--- src/rtl/keccak_round_scheduler.sv ---
// Keccak-f round/step sequencer: one step controller owns state memory at a time.
// Optional per-step watchdog built when SCHED_WATCHDOG_EN is defined.
module keccak_round_scheduler #(
  parameter int NUM_ROUNDS  = 24,
  parameter int NUM_STEPS   = 5,
  parameter int WDOG_CYCLES = 4096
) (
  input  logic                 clk,
  input  logic                 rst,
  input  logic                 start,
  input  logic [NUM_STEPS-1:0] stepReady,
  output logic                 ready,
  output logic                 done,
  output logic [NUM_STEPS-1:0] stepStart,
  output logic [2:0]           memSel,
  output logic [4:0]           roundIdx,
  output logic                 err
);

  localparam logic [2:0] S_IDLE  = 3'd0;
  localparam logic [2:0] S_ISSUE = 3'd1;
  localparam logic [2:0] S_WACK  = 3'd2;
  localparam logic [2:0] S_WDONE = 3'd3;
  localparam logic [2:0] S_NEXT  = 3'd4;
  localparam logic [2:0] S_DONE  = 3'd5;

  localparam logic [2:0] LAST_STEP  = 3'(NUM_STEPS - 1);
  localparam logic [4:0] LAST_ROUND = 5'(NUM_ROUNDS - 1);

  logic [2:0] state_q, state_d;
  logic [2:0] step_q, step_d;
  logic [4:0] round_q, round_d;
  logic       sel_rdy;
  logic       in_wait;

  assign sel_rdy = stepReady[step_q];
  assign in_wait = (state_q == S_WACK) || (state_q == S_WDONE);

`ifdef SCHED_WATCHDOG_EN
  localparam int WW = $clog2(WDOG_CYCLES + 1);
  localparam logic [WW-1:0] WDOG_LAST = WW'(WDOG_CYCLES - 1);

  logic [WW-1:0] wdog_q, wdog_d;
  logic          err_q, err_d;
`endif

  always_comb begin
    state_d = state_q;
    step_d  = step_q;
    round_d = round_q;
    unique case (state_q)
      S_IDLE: begin
        if (start) begin
          step_d  = '0;
          round_d = '0;
          state_d = S_ISSUE;
        end
      end
      S_ISSUE: state_d = S_WACK;
      S_WACK: begin
        if (!sel_rdy) state_d = S_WDONE;
      end
      S_WDONE: begin
        if (sel_rdy) state_d = S_NEXT;
      end
      S_NEXT: begin
        if (step_q != LAST_STEP) begin
          step_d  = step_q + 3'd1;
          state_d = S_ISSUE;
        end else if (round_q != LAST_ROUND) begin
          step_d  = '0;
          round_d = round_q + 5'd1;
          state_d = S_ISSUE;
        end else begin
          state_d = S_DONE;
        end
      end
      S_DONE: state_d = S_IDLE;
      default: state_d = S_IDLE;
    endcase

`ifdef SCHED_WATCHDOG_EN
    wdog_d = wdog_q;
    err_d  = err_q;
    if (state_q == S_IDLE && start) err_d = 1'b0;
    if (state_q == S_ISSUE) wdog_d = '0;
    // A stuck controller aborts the run; no done pulse is produced.
    if (in_wait) begin
      if (wdog_q == WDOG_LAST) begin
        err_d   = 1'b1;
        state_d = S_IDLE;
      end else begin
        wdog_d = wdog_q + 1'b1;
      end
    end
`endif
  end

  always_ff @(posedge clk) begin
    if (rst) begin
      state_q <= S_IDLE;
      step_q  <= '0;
      round_q <= '0;
    end else begin
      state_q <= state_d;
      step_q  <= step_d;
      round_q <= round_d;
    end
  end

`ifdef SCHED_WATCHDOG_EN
  always_ff @(posedge clk) begin
    if (rst) begin
      wdog_q <= '0;
      err_q  <= 1'b0;
    end else begin
      wdog_q <= wdog_d;
      err_q  <= err_d;
    end
  end

  assign err = err_q;
`else
  assign err = 1'b0;
`endif

  always_comb begin
    stepStart = '0;
    if (state_q == S_ISSUE) stepStart[step_q] = 1'b1;
  end

  // Step 0 (load/output path) owns memory whenever no step is in flight.
  assign memSel   = (state_q == S_IDLE || state_q == S_DONE) ? 3'd0 : step_q;
  assign ready    = (state_q == S_IDLE);
  assign done     = (state_q == S_DONE);
  assign roundIdx = round_q;

endmodule

--- config.mk ---
export PLATFORM = sky130hd
export DESIGN_NAME = keccak_round_scheduler
export DESIGN_NICKNAME = d
export VERILOG_FILES = /design/src/rtl/keccak_round_scheduler.sv
export SDC_FILE = /design/constraint.sdc
export NUM_CORES = 1
export LEC_CHECK = 0
export ABC_AREA = 0
export BUFFER_PORTS_ARGS = -buffer_cell sky130_fd_sc_hd__buf_2
export CORE_ASPECT_RATIO = 0.75
export CORE_MARGIN = 2
export CORE_UTILIZATION = 45
export CTS_CLUSTER_DIAMETER = 120
export CTS_CLUSTER_SIZE = 10
export DETAILED_ROUTE_END_ITERATION = 8
export GPL_ROUTABILITY_DRIVEN = 0
export GPL_TIMING_DRIVEN = 1
export HOLD_SLACK_MARGIN = 0.15
export PLACE_DENSITY_LB_ADDON = 0.12
export REMOVE_ABC_BUFFERS = 1
export SLEW_MARGIN = 20
export SYNTH_ARGS = -nofsm -noshare
export SYNTH_HDL_FRONTEND = slang
export SYNTH_SLANG_ARGS = --single-unit
--- constraint.sdc ---
create_clock -name clk -period 1.5 [get_ports clk]
set_input_delay 0 -clock clk [delete_from_list [all_inputs] [get_ports clk]]
set_output_delay 0 -clock clk [all_outputs]
set_load 0.005 [all_outputs]
---- Yosys cells after proc, flatten, opt, wreduce, memory -nomap -nowiden ----
Index checks and enable logic that the tools add are counted.
storage, ports and cells
  flip-flop bits (word level) ............. 11
  input bits .............................. 8
  output and inout bits ................... 16
cells by class
  eq/ne operators ......................... 13
  muxes and demuxes ....................... 20
  order comparisons ....................... 2
  reductions and logical operators ........ 7
  $add $sub $neg .......................... 2
operator list
  cell                                                                count
  two-way mux 3 bit                                                   9
  two-way mux 5 bit                                                   4
  case mux 3 bit (5 select lines)                                     1
  inequality test 2 bit (second input constant)                       5
  case mux 5 bit (2 select lines)                                     1
  == test 3 x 2 -> 1 bit (second input constant)                      2
  == test 3 bit (second input constant)                               2
  inequality test 3 bit (second input constant)                       2
  case mux 3 bit (2 select lines)                                     1
  AND reduction 3 bit                                                 2
  adder 5 x 1 -> 5 bit (second input constant)                        1
  inequality test 5 bit (second input constant)                       1
  less-than comparator 3 x 4 -> 1 bit (second input constant)         1
  AND reduction 4 bit                                                 1
  adder 3 x 1 -> 3 bit (second input constant)                        1
  binary-select mux 1 bit (select 3 bit)                              1
  demux 1 bit (select 3 bit)                                          1
  == test 3 x 1 -> 1 bit (second input constant)                      1
  greater-or-equal comparator 3 x 1 -> 1 bit (second input constant)  1
  logical NOT 3 bit                                                   1
  two-way mux 1 bit                                                   2
  nonzero test 2 bit                                                  1
  logical AND 1 bit                                                   1
  logical OR 1 bit                                                    1

---- Depth between registers and ports, before layout ----
  word-level depth ........................ 5
  mapped depth ............................ 6

---- Least setup slack after synthesis ----
Ideal clock, no wire load.
  kind .................................... reg2reg
  from .................................... register step_q[1]
  to ...................................... register round_q[3], in the netlist roundIdx[3]
  slack ................................... 0.081 ns
  setup time .............................. 0.070 ns
  clock period less this slack ............ 1.419 ns
  arrival ................................. 1.350 ns
  cell stages (with the launch flop) ...... 7
  path through ............................ dfxtp_1 -> inv_2 -> ha_1 -> and3_1 -> a21oi_1 -> or3_1 -> a21oi_1
between the ends
  word-level cells in the longest chain between the ends .. 3
ends and longest elaborated chain
  item                             line  text
  start, declared                  31    logic [2:0] step_q, step_d;
  start signal, assigned           106   step_q <= step_d;
  inequality test 3 bit            67    if (step_q != LAST_STEP) begin
  inequality test 2 bit (no line)  -
  AND reduction 4 bit (no line)    -
  end signal, assigned             107   round_q <= round_d;
  end, declared                    32    logic [4:0] round_q, round_d;
Every way passes these cells.
A chain may end at the register's enable or synchronous reset.

---- Final worst setup path ----
  from .................................... register round_q[0], in the netlist roundIdx[0]
  to ...................................... register step_q[0]
between the ends
  word-level cells in the longest chain between the ends .. 3
ends and longest elaborated chain
  item                             line  text
  inequality test 5 bit            70    end else if (round_q != LAST_ROUND) begin
  inequality test 3 bit (no line)  -
  AND reduction 3 bit (no line)    -
Every way passes these cells.

==> metrics.txt <==
status=finished with violations; failing checks=setup timing; crit end category=register; Hold WC Path Type=in2reg; Die Span X=52.0 um; Leak=0.475 nW; Synth async-reset ratio=0%; # DRC=0; Mapped Cells=99; Total GRT Usage=approximately 22%; Logic pwr share=30.2%; Min-Delay Endpoint=state_q[0]; Remaining Overflow, GRT=0; Buf+Inv Stages, Crit Path=0; top_reg_cell synth=dfxtp_1; Clock Skew=0.00386 ns; Pwr Density=685 mW/mm2; dpl hpwl=roughly 1600 um; post-synth cell types=42; final critical-path share of the clock period=102%; largest net degree at the start of global routing=12; first-pass GRT wire length=about 3300 um; post-synthesis cell area=778 um2; share of layout cells above drive strength 1=46.3%; H-tree lvl count=1; initial DRC count=27; crit-path cells=ha_4, nand4b_1, o211ai_1, xnor2_1, nor3_1; Bufs on Longest Clock Path=2; vias in the first global route=766; Die Span Y=approximately 40 um; layout overhead on the synthesized area=38.9%; clk root buf=clkbuf_4; Worst R2R Start=roundIdx[0]; Num CTS Buffers=3; Worst VDD drop=~0.43 mV; post-layout min period=roughly 1.5 ns; detailed-route vias per instance=5.61; Initial Util=50.3%; total number of yosys warnings=0; P_int=between 0.0005 and 0.0006 W; max cap viols=0; sw frac=a little under a third; FF+latch count, synth=11; Rows=12; DR vias=just under 900; register share of total power=~43%; Slew Limit Fails=0; Worst path max stage delay=approximately 0.4 ns; overall power=~0.00074 W; Startpoint Class=register; R2R Path End=step_q[0]; CP Launch Point=roundIdx[0]; number of enable flip-flop cells after synthesis=0; IO buf count=22; Setup Viol. Count Final=1; CP arrival=1.69 ns; area of the die=0.00208 mm2; number of cells on the worst reg-to-reg path=5; WL/cell=14.3 um; Critical Path RT=1.65 ns; CTS Sinks=11; Setup WS post-layout=-0.0360 ns; 1st-pass router iterations=4; post-synthesis sequential area ratio=around 28%; fin nets=around 150; fin area=approximately 0.0011 mm2; CP max-delay cell=o211ai_1; Clock Power Share=27.0%; cell family with most CP delay=compound AO/OA/AOI/OAI gates; CP Class=reg2reg; Final ANT Viol Nets=0; Hold Path Cell Cnt=4; Final TNS setup=-0.0360 ns; Placeable Area=0.00155 mm2; Top Ports=24; Final Hold Viols=0; Total Wirelength=roughly 2200 um; Max Fclk=0.651 GHz; ant diodes=0; Syn Area/Cell=approximately 7.9 um2; crit path max fanout=7; Hold Crit Start=stepReady[4]; RSZ-0062 raised after global routing=yes; clock slew at reported path FFs=0.07 ns; P_sw=0.000235 W; Min Hold Slack=0.229 ns; FF-to-FF setup slack=-0.04 ns; placed instance area=981 um2; initial antenna violation count=0; clk_lat worst skew=0.27 ns; CTS tree=done
-- flip-flops by register name (all words and copies together), names as in the netlist --
signal,count
step_q,3
roundIdx,5
state_q,3
-- cell type report --
| class | instances | area (um2) |
|---|---|---|
| Fill cell | 140 | 465 |
| Multi-Input combinational cell | 77 | 543 |
| Clock buffer | 4 | 26.3 |
| Inverter | 3 | 11.3 |
| Sequential cell | 11 | 231 |
| Timing Repair Buffer | 39 | 243 |
| Tap cell | 21 | 26.3 |
-- layout by cell type, fill, tap and decap left out, drive strengths merged --
cell / Yosys / layout
a211oi: 2 / 2
dlygate4sd3: 0 / 2
nand2b: 2 / 2
xor2: 3 / 3
nand2: 4 / 4
buf: 5 / 37
ha: 3 / 3
or4: 1 / 1
nand4: 3 / 3
nand3: 1 / 1
conb: 1 / 1
nand4b: 2 / 2
and3: 3 / 3
a21o: 2 / 2
or2: 2 / 2
nor4: 2 / 2
dfxtp: 11 / 11
nor2: 13 / 13
and2: 1 / 1
a22oi: 1 / 1
nor3: 5 / 5
inv: 3 / 3
nand3b: 1 / 1
or3: 2 / 2
a31oi: 2 / 2
o21ai: 3 / 3
clkbuf: 3 / 4
and4: 1 / 1
mux2i: 2 / 2
nor3b: 1 / 1
o31ai: 1 / 1
nor2b: 2 / 2
o2111ai: 3 / 3
a21oi: 5 / 5
o211ai: 1 / 1
xnor2: 1 / 1
a41o: 1 / 1
-- power groups by stage --
stage	clock, W	combinational (W)	sequential [W]
2_1_floorplan	0	0.000106	0.000327
3_3_place_gp	0	0.000214	0.000317
3_5_place_dp	0	0.000218	0.000318
4_1_cts	0.000206	0.000224	0.000312
5_1_grt	0.000222	0.000246	0.000320
6_report	0.000200	0.000224	0.000317
-- cells by family after synthesis --
logic type	Yosys count	share of synthesized area, %
muxes	2	2.57
xor gates and xnor gates	4	4.50
buffers and inverters	11	7.39
and+or+nand+nor	46	33.1
AOI/OAI and AO/OA	21	18.8
other	1	0.482
adders and majority gates	3	4.82
DFF	11	28.3
-- routing by layer --
layer / GRT usage [%] / vias up / share of wire [%]
met5: 0 / - / 0
met4: 5.26 / 0 / 0.36
met3: 8.21 / 2 / 6.7
met2: 35.1 / 31 / 47
met1: 29.7 / 405 / 46
li1: - / 432 / -
-- tightest hold or removal path, delay by kind of cell --
family          cells  cell delay [ns]
compound gates      2             0.23
simple gates        1             0.14
buf+inv             1             0.08
-- worst max-delay path by stage --
stage                             end  slack (ns)  depth (start not counted)
final                       step_q[0]       -0.04                          5
after global routing       state_q[2]       -0.15                          5
after floorplan           roundIdx[3]        0.06                          4
after global placement      step_q[0]        0.06                          6
after CTS                   step_q[0]       0.003                          5
after detailed placement  roundIdx[3]       0.007                          5
-- cell usage after synthesis, types with 2 or more instances --
cell type  number  area, um2
inv_2           2       7.51
nor4_1          2       12.5
buf_2           3       15.0
or2_2           2       12.5
ha_1            3       37.5
a21oi_1         5       25.0
xor2_1          3       26.3
nand4b_1        2       17.5
and3_1          3       18.8
nor2b_1         2       12.5
o2111ai_1       3       26.3
nand4_1         3       18.8
a21o_1          2       15.0
a31oi_1         2       12.5
nor2_1         12       45.0
nor3_1          5       25.0
a211oi_1        2       15.0
nand2b_1        2       12.5
mux2i_1         2       20.0
clkbuf_1        2       7.51
o21ai_0         3       15.0
dfxtp_1        11        220
nand2_1         4       15.0
-- through the flow --
stage / instances / worst slack [ns] / util, %
floorplan: 91 / 0.0650 / -
global placement: 149 / 0.0579 / 63.4
detailed placement: 149 / 0.00695 / 63.4
CTS: 155 / 0.00321 / 66.9
global route: 155 / -0.147 / 69.9
finish: 155 / -0.0360 / 69.9
-- what timing repair did --
item / in CTS / in global routing
buffers inserted: 0 / 1
endpoints found under the hold margin: 10 / 0
setup endpoints to repair: 5 / 17
hold buffers: 2 / 0
resized for setup: 3 / 14
pin swaps: 1 / 8
(Power assumes the default switching activity.)
